`src/rtl/mem_arbiter.sv`:
```
// Two-port block-memory arbiter: serialises icache reads and dcache reads/writebacks
// onto one memory port, with round-robin on collision and a sticky hang detector.
module mem_arbiter #(
   parameter int unsigned ADDR_WIDTH     = 28,
   parameter int unsigned BLOCK_WIDTH    = 128,
   parameter int unsigned TIMEOUT_CYCLES = 1024
) (
   input  logic                   clock,
   input  logic                   reset,
   input  logic                   i_mem_read,
   input  logic [ADDR_WIDTH-1:0]  i_mem_address,
   output logic [BLOCK_WIDTH-1:0] i_mem_read_data,
   output logic                   i_mem_busywait,
   input  logic                   d_mem_read,
   input  logic                   d_mem_write,
   input  logic [ADDR_WIDTH-1:0]  d_mem_address,
   input  logic [BLOCK_WIDTH-1:0] d_mem_write_data,
   output logic [BLOCK_WIDTH-1:0] d_mem_read_data,
   output logic                   d_mem_busywait,
   output logic                   mem_read,
   output logic                   mem_write,
   output logic [ADDR_WIDTH-1:0]  mem_address,
   output logic [BLOCK_WIDTH-1:0] mem_write_data,
   input  logic [BLOCK_WIDTH-1:0] mem_read_data,
   input  logic                   mem_busywait,
   output logic                   timeout_error
);

   typedef enum logic [1:0] {IDLE, SERVE_I, SERVE_D, RELEASE} state_t;

   localparam logic [15:0] TIMEOUT_LIMIT = 16'(TIMEOUT_CYCLES);

   state_t                 state_q;
   logic                   last_grant_d_q;
   logic                   started_q;
   logic [15:0]            count_q;
   logic [15:0]            count_d;
   logic                   mem_read_q;
   logic                   mem_write_q;
   logic [ADDR_WIDTH-1:0]  mem_address_q;
   logic [BLOCK_WIDTH-1:0] mem_write_data_q;
   logic                   timeout_q;

   logic req_i;
   logic req_d;
   logic serving;
   logic done;
   logic grant_i;

   assign req_i   = i_mem_read;
   assign req_d   = d_mem_read | d_mem_write;
   assign serving = (state_q == SERVE_I) || (state_q == SERVE_D);
   assign done    = serving & started_q & ~mem_busywait;
   // On collision the port that did not win last time gets the memory.
   assign grant_i = req_i & (~req_d | last_grant_d_q);
   assign count_d = (count_q == 16'hFFFF) ? count_q : count_q + 16'd1;

   always_ff @(posedge clock or negedge reset) begin
      if (!reset) begin
         state_q          <= IDLE;
         last_grant_d_q   <= 1'b1;
         started_q        <= 1'b0;
         count_q          <= '0;
         mem_read_q       <= 1'b0;
         mem_write_q      <= 1'b0;
         mem_address_q    <= '0;
         mem_write_data_q <= '0;
         timeout_q        <= 1'b0;
      end else begin
         case (state_q)
            IDLE: begin
               if (req_i || req_d) begin
                  mem_address_q  <= grant_i ? i_mem_address : d_mem_address;
                  // A simultaneous dcache read+write is treated as the writeback only.
                  mem_read_q     <= grant_i | ~d_mem_write;
                  mem_write_q    <= ~grant_i & d_mem_write;
                  if (!grant_i) begin
                     mem_write_data_q <= d_mem_write_data;
                  end
                  last_grant_d_q <= ~grant_i;
                  started_q      <= 1'b0;
                  count_q        <= '0;
                  state_q        <= grant_i ? SERVE_I : SERVE_D;
               end
            end
            SERVE_I, SERVE_D: begin
               count_q <= count_d;
               if (count_d >= TIMEOUT_LIMIT) begin
                  timeout_q <= 1'b1;
               end
               if (mem_busywait) begin
                  started_q <= 1'b1;
               end
               if (done) begin
                  mem_read_q  <= 1'b0;
                  mem_write_q <= 1'b0;
                  state_q     <= RELEASE;
               end
            end
            RELEASE: state_q <= IDLE;
            default: state_q <= IDLE;
         endcase
      end
   end

   // Busywait drops only in the done cycle so the cache fills on the returned block.
   assign i_mem_busywait  = req_i & ~((state_q == SERVE_I) & done);
   assign d_mem_busywait  = req_d & ~((state_q == SERVE_D) & done);
   assign i_mem_read_data = mem_read_data;
   assign d_mem_read_data = mem_read_data;

   assign mem_read       = mem_read_q;
   assign mem_write      = mem_write_q;
   assign mem_address    = mem_address_q;
   assign mem_write_data = mem_write_data_q;
   assign timeout_error  = timeout_q;

endmodule

```
`config.mk`:
```
export PLATFORM = sky130hd
export DESIGN_NAME = mem_arbiter
export DESIGN_NICKNAME = d
export VERILOG_FILES = /design/src/rtl/mem_arbiter.sv
export SDC_FILE = /design/constraint.sdc
export NUM_CORES = 1
export LEC_CHECK = 0
export ABC_AREA = 1
export CORE_AREA = 10 10 279 281
export DETAILED_ROUTE_END_ITERATION = 8
export DIE_AREA = 0 0 289 291
export GPL_TIMING_DRIVEN = 0
export PLACE_DENSITY = 0.48
export SLEW_MARGIN = 20
export SYNTH_ARGS = -nofsm -noshare
export SYNTH_HDL_FRONTEND = slang
export SYNTH_SLANG_ARGS = --single-unit
```
`constraint.sdc`:
```
create_clock -name clock -period 2 [get_ports clock]
set_input_delay 0.3 -clock clock [delete_from_list [all_inputs] [get_ports clock]]
set_output_delay 0.3 -clock clock [all_outputs]
set_load 0.005 [all_outputs]
```
# [Word level (Yosys, flattened, before mapping)]
# Index checks and enable logic that the tools add are counted.
[totals] register_bits=179 inputBits=318 output_inout_bits=417 elab_cells=63
[classes] addsub=1 magnitude_cmp=1 eq_ne=7 n_mux=16 bitwise_logic=17 n_reduce_logical=12
[op_table] operator="16-bit two-way mux" count=2
[op_table] operator="16-bit one-hot mux with 2 select lines" count=1
[op_table] operator="28-bit two-way mux" count=1
[op_table] operator="16-bit by 1-bit adder with 16-bit output, second input constant" count=1
[op_table] operator="16-bit equality test, second input constant" count=1
[op_table] operator="16-bit by 11-bit greater-or-equal comparator with 1-bit output, second input constant" count=1
[op_table] operator="3-bit AND reduction" count=3
[op_table] operator="1-bit bitwise AND" count=8
[op_table] operator="2-bit AND reduction" count=4
[op_table] operator="2-bit two-way mux" count=3
[op_table] operator="2-bit != test, second input constant" count=3
[op_table] operator="1-bit NOT" count=6
[op_table] operator="1-bit one-hot mux with 2 select lines" count=3
[op_table] operator="2-bit one-hot mux with 3 select lines" count=1
[op_table] operator="1-bit two-way mux" count=5
[op_table] operator="2-bit equality test, second input constant" count=2
[op_table] operator="1-bit bitwise OR" count=3
[op_table] operator="2-bit by 1-bit equality test with 1-bit output, second input constant" count=1
[op_table] operator="2-bit zero test" count=1
[op_table] operator="1-bit logical OR" count=2
[op_table] operator="2-bit nonzero test" count=1
[op_table] operator="2-bit OR reduction" count=1

# [Depth between registers and ports, before layout]
# Gate-level depths: netlist of the first run.
[logic_depth] depth_word=8 depth_mapped=11 mapped_depth_nobuf=11

# [Worst setup path after synthesis of the first run]
# OpenSTA, ideal clock, no wires.
[synth_path] kind="flip-flop to flip-flop" start="reg state_q[0]" end="reg count_q[5]" setup_time_ns=0.064 arrival_ns=1.555 required_ns=1.936 setup_slack_ns=0.381 stages_incl_launch_ff=8 n_path_buf=1 period_less_slack_ns=1.619 path_cell_list="dfrtp_1 > inv_1 > ha_1 > clkbuf_1 > o21ai_2 > inv_1 > o22ai_1 > o21a_1"
[synth_via] elab_chain_cells=4 elab_cells_between_ends=8 classes_between="3 x eq/ne; 1 x mux; 4 x reduce/logical"
[synth_rtl] item="start, declared" line_no="33" text="state_t state_q;"
[synth_rtl] item="start signal, assigned" line_no="83" text="state_q <= grant_i ? SERVE_I : SERVE_D;"
[synth_rtl] item="2-bit by 1-bit equality test with 1-bit output or 2-bit equality test (tied branches)" line_no="70" text="case (state_q)"
[synth_rtl] item="2-bit OR reduction" line_no="70"
[synth_rtl] item="2-bit nonzero test (no line)"
[synth_rtl] item="2-bit AND reduction (no line)"
[synth_rtl] item="end signal, assigned" line_no="87" text="count_q <= count_d;"
[synth_rtl] item="end, declared" line_no="36" text="logic [15:0] count_q;"
# Several ways; a longest one is shown, not always the timed one.
# A chain may end at the register's enable or synchronous reset.

# [Worst setup path in the final report of the first run]
[layout_path] start="reg state_q[0]" end="reg mem_address_q[21] (netlist: mem_address[21])"
[layout_via] elab_chain_cells=2
[layout_rtl] item="2-bit zero test" line_no="70"
[layout_rtl] item="2-bit AND reduction (no line)"
[layout_rtl] item="end signal, assigned" line_no="73" text="mem_address_q <= grant_i ? i_mem_address : d_mem_address;"
[layout_rtl] item="end, declared" line_no="40" text="logic [ADDR_WIDTH-1:0] mem_address_q;"
# No other way between the ends.

==> results of run 1 <==
[stage by stage]
step                       TNS, ns  total power (W)
after floorplan                  0           0.0100
after global routing       -0.0279           0.0212
after CTS                  -0.0404           0.0202
after detailed placement    -59.63           0.0162
final                            0           0.0197
after global placement    -1427.13           0.0160
[flip-flops by register name, indices dropped and copies added, names as in the netlist]
name and flops:
count_q 16, mem_address 28, mem_read 1, state_q 2, timeout_error 1, mem_write 1, started_q 1, last_grant_d_q 1
mem_write_data 128
[layout make-up]
class,count,area (µm²),share of cell area (%)
Timing Repair Buffer,616,6200,35.3
Inverter,38,143,0.813
Buffer,282,2170,12.3
Clock buffer,17,425,2.42
Multi-Input combinational cell,392,2730,15.6
Tap cell,959,1200,6.84
Sequential cell,179,4480,25.5
Clock inverter,15,204,1.16
[repair_timing]
action | 4_1_cts | 5_1_grt
endpoints found under the setup margin | 135 | 60
cloned | 0 | 1
hold buffers | 1 | 0
endpoints found under the hold margin | 178 | 0
resized for setup | 19 | 12
buffers inserted | 5 | 1
pin swaps | 2 | 2
[per-layer routing]
| layer | share of wire, % | routed length (µm) | up-vias | global-route usage, % |
|---|---|---|---|---|
| met1 | 37 | 15800 | 3966 | 9.93 |
| met2 | 51 | 21600 | 406 | 17.2 |
| li1 | - | - | 3929 | - |
| met3 | 10 | 4360 | 29 | 4.30 |
| met5 | 0 | 0 | - | 0 |
| met4 | 1.2 | 523 | 0 | 2.53 |
[worst min-delay path by stage]
stage / depth (start not counted) / to / slack (ns)
floorplan: 0 / count_q[0] / 0.004
global placement: 2 / timeout_error / 0.46
detailed placement: 1 / mem_write_data[25] / 0.14
CTS: 2 / mem_write_data[75] / 0.16
global route: 2 / mem_write_data[75] / 0.20
finish: 2 / mem_write_data[75] / 0.23
[worst reg2reg max path, cell delays in order (launching register included)]
cell      delay (ns)
dfrtp_1         0.41
inv_2           0.10
ha_1            0.26
o21ai_2         0.11
inv_2           0.13
clkbuf_1        0.40
o21ai_0         0.29
o21ai_1         0.18
[power breakdown]
part	internal (W)	switching, W
Sequential	0.00537	0.000948
Clock	0.00183	0.00186
Combinational	0.00583	0.00390
[cells by family (layout without fill, tap and decap cells)]
family / after synthesis / after routing / share of synthesized area, %
muxes: 128 / 128 / 15.2
adders and majority gates: 5 / 5 / 0.661
DFF: 179 / 179 / 47.3
xor gates and xnor gates: 1 / 1 / 0.0925
buffers and inverters: 322 / 968 / 24.5
and+or+nand+nor: 163 / 163 / 6.99
AOI/OAI and AO/OA: 95 / 95 / 5.23
[cells in the final DEF (no fill, tap or decap), types with 3 or more instances in the layout]
cell type and n:
buf_2 7, mux2_1 109, clkinv_8 5, clkbuf_1 6, nand2_1 83, dfrtp_1 178, mux2_2 19, inv_6 4
a21oi_1 4, buf_4 262, o21ai_0 48, o21ai_2 4, nor2_1 52, buf_8 11, o22ai_1 4, inv_8 3
inv_2 6, o21ai_1 32, clkbuf_16 18, inv_1 30, nand3_1 17, nand4_1 4, clkdlybuf4s50_1 602
==> metrics.log, run 1 <==
INFO  metric routed_wirelength = about 42000 µm
INFO  metric setup_slack_of_the_critical_path_after_layout = 0.0594 ns
INFO  metric iter_0_drt_violations = a little over 200
INFO  metric ys_seq_area_share = around 47%
INFO  metric placed_cells = roughly 2500
INFO  metric critical-path-top-delay-family = buffers and inverters
INFO  metric fp.dieH = 291 µm
INFO  metric post-route-min-period = about 1.9 ns
INFO  metric synthMostInstantiatedCell = buf_4
INFO  metric synthToLayoutAreaGrowth = 85.4%
INFO  metric crit_path_frequent_cell = inv_2
INFO  metric tritoncts = yes
INFO  metric clock_sink_count = between 150 and 200
INFO  metric io_pins = ~740
INFO  metric die_x = roughly 290 µm
INFO  metric ant_nets = 0
INFO  metric clock_pin_slew_on_the_worst_setup_and_hold_paths = approximately 0.090 ns
INFO  metric finalSetupViolations = 0
INFO  metric crit_end = mem_address[21]
INFO  metric grt_first_pass_wirelength = approximately 60000 µm
INFO  metric netlist.top_cell.by_area = dfrtp_1
INFO  metric detailedPlace.worstSlack = -0.496 ns
INFO  metric criticalPathCategory = reg -> reg
INFO  metric fin_nets = about 1800
INFO  metric grt_util_all_layers = a little under a tenth
INFO  metric syn_nets = 1216
INFO  metric crit_arrival = around 2.3 ns
INFO  metric timing.rr.end = mem_address[21]
INFO  metric worstReg2RegStart = state_q[0]
INFO  metric finalCritPeriodShare = between 90% and 100%
INFO  metric post_dp_cell_area = ~17000 µm²
INFO  metric insertedDiodeCount = 0
INFO  metric final-instance-count-excl-fill = approximately 2500
INFO  metric finalWeightedCongestion = ~0.8
INFO  metric port-buffer-count = between 600 and 700
INFO  metric timing.critical_path.buf_inv = 3
INFO  metric grt_overflow = 0
INFO  metric worst_pin_slew = 0.595 ns
INFO  metric pin_count_of_the_biggest_net_entering_global_routing = between 80 and 90
INFO  metric first_pass_drt_iterations = 5
INFO  metric final_design_area_no_fill = between 15000 and 20000 µm²
INFO  metric grt_antenna_before_repair = 0
INFO  metric ys_async_sr_fraction = 100%
INFO  metric vdd.ir_drop.worst = 0.000611 V
INFO  metric fill_cells = 7755
INFO  metric synthFlopType = dfrtp_1
INFO  metric yosys.area.top_type_share = a little under half
INFO  metric worst_hold_slack = about 0.23 ns
INFO  metric status = complete, no violations
INFO  metric share_of_post_route_cells_with_drive_strength_above_1 = between 20% and 30%
INFO  metric hpwl = around 35000 µm
INFO  metric clock_path_buffers = 2
INFO  metric cp_data_required_time = ~2.4 ns
INFO  metric power_density = 1120 nW/µm²
INFO  metric worstRegToRegCells = 7
INFO  metric maxSlewViolCount = 0
INFO  metric cap_violations = 0
INFO  metric postSynthAreaPerCell = 10.6 µm²
INFO  metric syn-instance-count = 893
INFO  metric path_depth = 7
INFO  metric final_core_util = about a quarter
INFO  metric cp_cell_sequence = inv_2, ha_1, o21ai_2, inv_2, clkbuf_1, o21ai_0, o21ai_1
INFO  metric power.leakage = around 7.4 nW
INFO  metric timing.critical_path.from_type = flop
INFO  metric detail_route.vias_per_cell = approximately 3.3
INFO  metric core-area = 72300 µm²
INFO  metric maxClockFrequency = 0.515 GHz
INFO  metric fin_skew = 0.0156 ns
INFO  metric synthTopCellsByArea = dfrtp_1 47%, buf_4 20%, mux2_1 13%
INFO  metric critical_path.endpoint_type = flop
INFO  metric relSlewSlack = just over 60%
INFO  metric drc_errors = 0
INFO  metric floorplan.die_area = around 84000 µm²
INFO  metric cts-buffers-inserted = 17
INFO  metric crit_start = state_q[0]
INFO  metric netlist_area_before_placement = 9470 µm²
INFO  metric synth_edf_count = 0
INFO  metric unrepaired_setup_endpoints_after_global_routing = yes
INFO  metric finalHoldViolCount = 0
INFO  metric synth.cells.most_frequent = 256 x buf_4, 178 x dfrtp_1, 109 x mux2_1, 83 x nand2_1, 52 x nor2_1
INFO  metric synth.ff_latch_count = about 180
INFO  metric clockRootBuffer = clkbuf_16
INFO  metric ys.warnings.count = 0
INFO  metric timing.critical_path.slowest_stage_cell = dfrtp_1
INFO  metric wirelength_per_cell = 16.9 µm
INFO  metric initial_core_utilization = between 10% and 20%
INFO  metric number_of_levels_the_h_tree_was_split_into = 4
INFO  metric clk-insertion-delay-late = around 0.48 ns
INFO  metric path_max_fanout = 10
INFO  metric placementRows = approximately 100
INFO  metric worst_hold_path_type = in -> async
INFO  metric routed-via-count = approximately 8300
INFO  metric ff2ff_setup_slack = between 0.05 and 0.06 ns
INFO  metric first_global_vias = between 9000 and 10000
INFO  metric post_synth_num_cell_types = 30
INFO  metric cpPeakStageDelay = ~0.41 ns
Note: power is estimated with default switching activity, not from simulation.
==> inputs of run 2 (changes only) <==
--- a/config.mk
+++ b/config.mk
@@ -7,6 +7,7 @@
 export LEC_CHECK = 0
 export ABC_AREA = 1
 export CORE_AREA = 10 10 279 281
+export CTS_CLUSTER_DIAMETER = 50
 export DETAILED_ROUTE_END_ITERATION = 8
 export DIE_AREA = 0 0 289 291
 export GPL_TIMING_DRIVEN = 0
==> results of run 2 <==
Final layout, timing and power as in run 1 (identical DEF).
==> inputs of run 3 (changes only) <==
--- a/config.mk
+++ b/config.mk
@@ -6,12 +6,13 @@
 export NUM_CORES = 1
 export LEC_CHECK = 0
 export ABC_AREA = 1
-export CORE_AREA = 10 10 279 281
+export CORE_AREA = 2 2 288 290
 export CTS_CLUSTER_DIAMETER = 50
 export DETAILED_ROUTE_END_ITERATION = 8
-export DIE_AREA = 0 0 289 291
+export DIE_AREA = 0 0 290 292
 export GPL_TIMING_DRIVEN = 0
-export PLACE_DENSITY = 0.48
+export PLACE_DENSITY = 0.45
+export SKIP_CTS_REPAIR_TIMING = 1
 export SLEW_MARGIN = 20
 export SYNTH_ARGS = -nofsm -noshare
 export SYNTH_HDL_FRONTEND = slang
==> metrics.log, run 3 (synthesis gave the netlist of run 1 again) <==
INFO  metric status = complete, no violations
INFO  metric power.leakage = approximately 7.4 nW
INFO  metric fin_skew = 0.0179 ns
INFO  metric cap_violations = 0
INFO  metric first_global_vias = 8590
INFO  metric finalSetupViolations = 0
INFO  metric worst_pin_slew = 0.800 ns
INFO  metric worstRegToRegCells = 8
INFO  metric grt_overflow = 0
INFO  metric final_core_util = between 20% and 30%
INFO  metric grt_util_all_layers = around 8.7%
INFO  metric worst_hold_slack = around 0.23 ns
INFO  metric crit_arrival = 1.63 ns
INFO  metric fp.dieH = 292 µm
INFO  metric finalWeightedCongestion = around 0.76
INFO  metric cp_data_required_time = about 1.7 ns
INFO  metric most_frequent_standard_cell_in_the_layout_excluding_fill_and_tap_cells = clkdlybuf4s50_1
INFO  metric initial_core_utilization = ~12%
INFO  metric power.total = around 0.019 W
INFO  metric number_of_levels_the_h_tree_was_split_into = 4
INFO  metric first_pass_drt_iterations = 4
INFO  metric final_design_area_no_fill = roughly 18000 µm²
INFO  metric iter_0_drt_violations = roughly 220
INFO  metric clock_path_buffers = 2
INFO  metric floorplan.die_area = roughly 85000 µm²
INFO  metric synthToLayoutAreaGrowth = 86.1%
INFO  metric wirelength_per_cell = around 15 µm
INFO  metric finalHoldViolCount = 0
INFO  metric vdd.ir_drop.worst = around 0.00062 V
INFO  metric criticalPathCategory = reg -> out
INFO  metric insertedDiodeCount = 0
INFO  metric maxClockFrequency = between 0.5 and 0.6 GHz
INFO  metric clockRootBuffer = clkbuf_16
INFO  metric post-route-min-period = between 1.5 and 2 ns
INFO  metric power_density = between 1000 and 1500 nW/µm²
INFO  metric io_pins = 735
INFO  metric maxSlewViolCount = 0
INFO  metric multi_input_comb_area = 2730 µm²
INFO  metric hpwl = 31100 µm
INFO  metric final_cell_mix = 601 x clkdlybuf4s50_1, 262 x buf_4, 178 x dfrtp_1, 109 x mux2_1, 83 x nand2_1
INFO  metric fill_cells = about 8800
INFO  metric routed-via-count = roughly 8200
INFO  metric share_of_post_route_cells_with_drive_strength_above_1 = about a quarter
INFO  metric critical_path.endpoint_type = output pin
INFO  metric fin_nets = roughly 1800
INFO  metric worstReg2RegStart = state_q[1]
INFO  metric timing.critical_path.from_type = flop
INFO  metric ant_nets = 0
INFO  metric timing.rr.end = mem_write_data[37]
INFO  metric die_x = between 200 and 300 µm
INFO  metric detail_route.vias_per_cell = 3.15
INFO  metric tritoncts = yes
INFO  metric drc_errors = 0
INFO  metric unrepaired_setup_endpoints_after_global_routing = yes
INFO  metric worst_hold_path_type = in -> async
INFO  metric relSlewSlack = 46.6%
INFO  metric routed_wirelength = 37900 µm
INFO  metric path_max_fanout = 6
INFO  metric post_dp_cell_area = 16900 µm²
INFO  metric core-area = roughly 80000 µm²
INFO  metric clock_sink_count = around 180
INFO  metric grt_first_pass_wirelength = 55500 µm
INFO  metric finalCritPeriodShare = approximately 96%
INFO  metric cts-buffers-inserted = 17
INFO  metric final-seq-area = around 4500 µm²
INFO  metric pin_count_of_the_biggest_net_entering_global_routing = between 80 and 90
INFO  metric clk-insertion-delay-late = roughly 0.47 ns
INFO  metric placementRows = around 110
INFO  metric crit_start = state_q[1]
INFO  metric clock_pin_slew_on_the_worst_setup_and_hold_paths = approximately 0.080 ns
INFO  metric crit_end = i_mem_busywait
INFO  metric grt_antenna_before_repair = 3
INFO  metric port-buffer-count = a little over 600
INFO  metric ff2ff_setup_slack = roughly 0.14 ns
INFO  metric largest_reg_flops = ~130
## run 3: cell count changes in the layout (fill, tap and decap cells not counted), sizes merged
| cell | previous run | this run |
|---|---|---|
| inv | 44 | 42 |
| clkinv | 7 | 9 |
| clkbuf | 26 | 27 |
| dlymetal6s2s | 0 | 2 |
| dlygate4sd2 | 1 | 0 |
| buf | 285 | 284 |
| clkdlybuf4s50 | 602 | 601 |
| bufinv | 1 | 0 |
## run 3: layout make-up
type | count | share of cell area, %
repair buffers | 615 | 35.1
flip-flops and latches | 179 | 25.4
multi-input cells | 392 | 15.5
plain buffers | 283 | 12.4
well taps | 1070 | 7.60
clock buffers | 17 | 2.41
clock inverters | 14 | 0.810
inverters | 38 | 0.810
## run 3: worst min-delay path by stage
stage | startpoint | endpoint | slack (ns) | cells after the start
finish | reset | mem_write_data[111] | 0.23 | 2
CTS | reset | mem_write_data[111] | -0.44 | 1
global route | reset | mem_write_data[111] | 0.18 | 2
floorplan | reset | count_q[0] | 0.004 | 0
detailed placement | reset | mem_write_data[111] | 0.12 | 1
global placement | timeout_error | timeout_error | 0.46 | 2
## run 3: report_power, final
group          switching [W]  internal (W)
registers           0.000923       0.00538
logic                0.00375       0.00582
clock network        0.00177       0.00165
total                0.00644        0.0128
## run 3: worst max-delay path: stages (launching register included)
cell and delay [ns]:
dfrtp_1 0.38, inv_2 0.07, ha_4 0.31, nand3_4 0.10, o21ai_2 0.14, inv_1 0.05, clkbuf_2 0.11
## run 3: through the flow
stage / std cells / setup slack (ns) / TNS, ns
after floorplan: 893 / 0.381 / 0
after global placement: 2569 / -7.63 / -1418.58
after detailed placement: 2571 / -0.546 / -69.47
after CTS: 2602 / -0.924 / -18.29
after global routing: 2608 / -0.0373 / -0.0466
final: 2608 / 0.0744 / 0
## run 3: layer usage
| metal | vias to the layer above | track usage (%) | routed length, µm |
|---|---|---|---|
| li1 | 3927 | - | - |
| met1 | 3865 | 9.69 | 15100 |
| met4 | 2 | 2.53 | 606 |
| met3 | 32 | 3.59 | 2970 |
| met5 | - | 0 | 8 |
| met2 | 382 | 15.3 | 19200 |
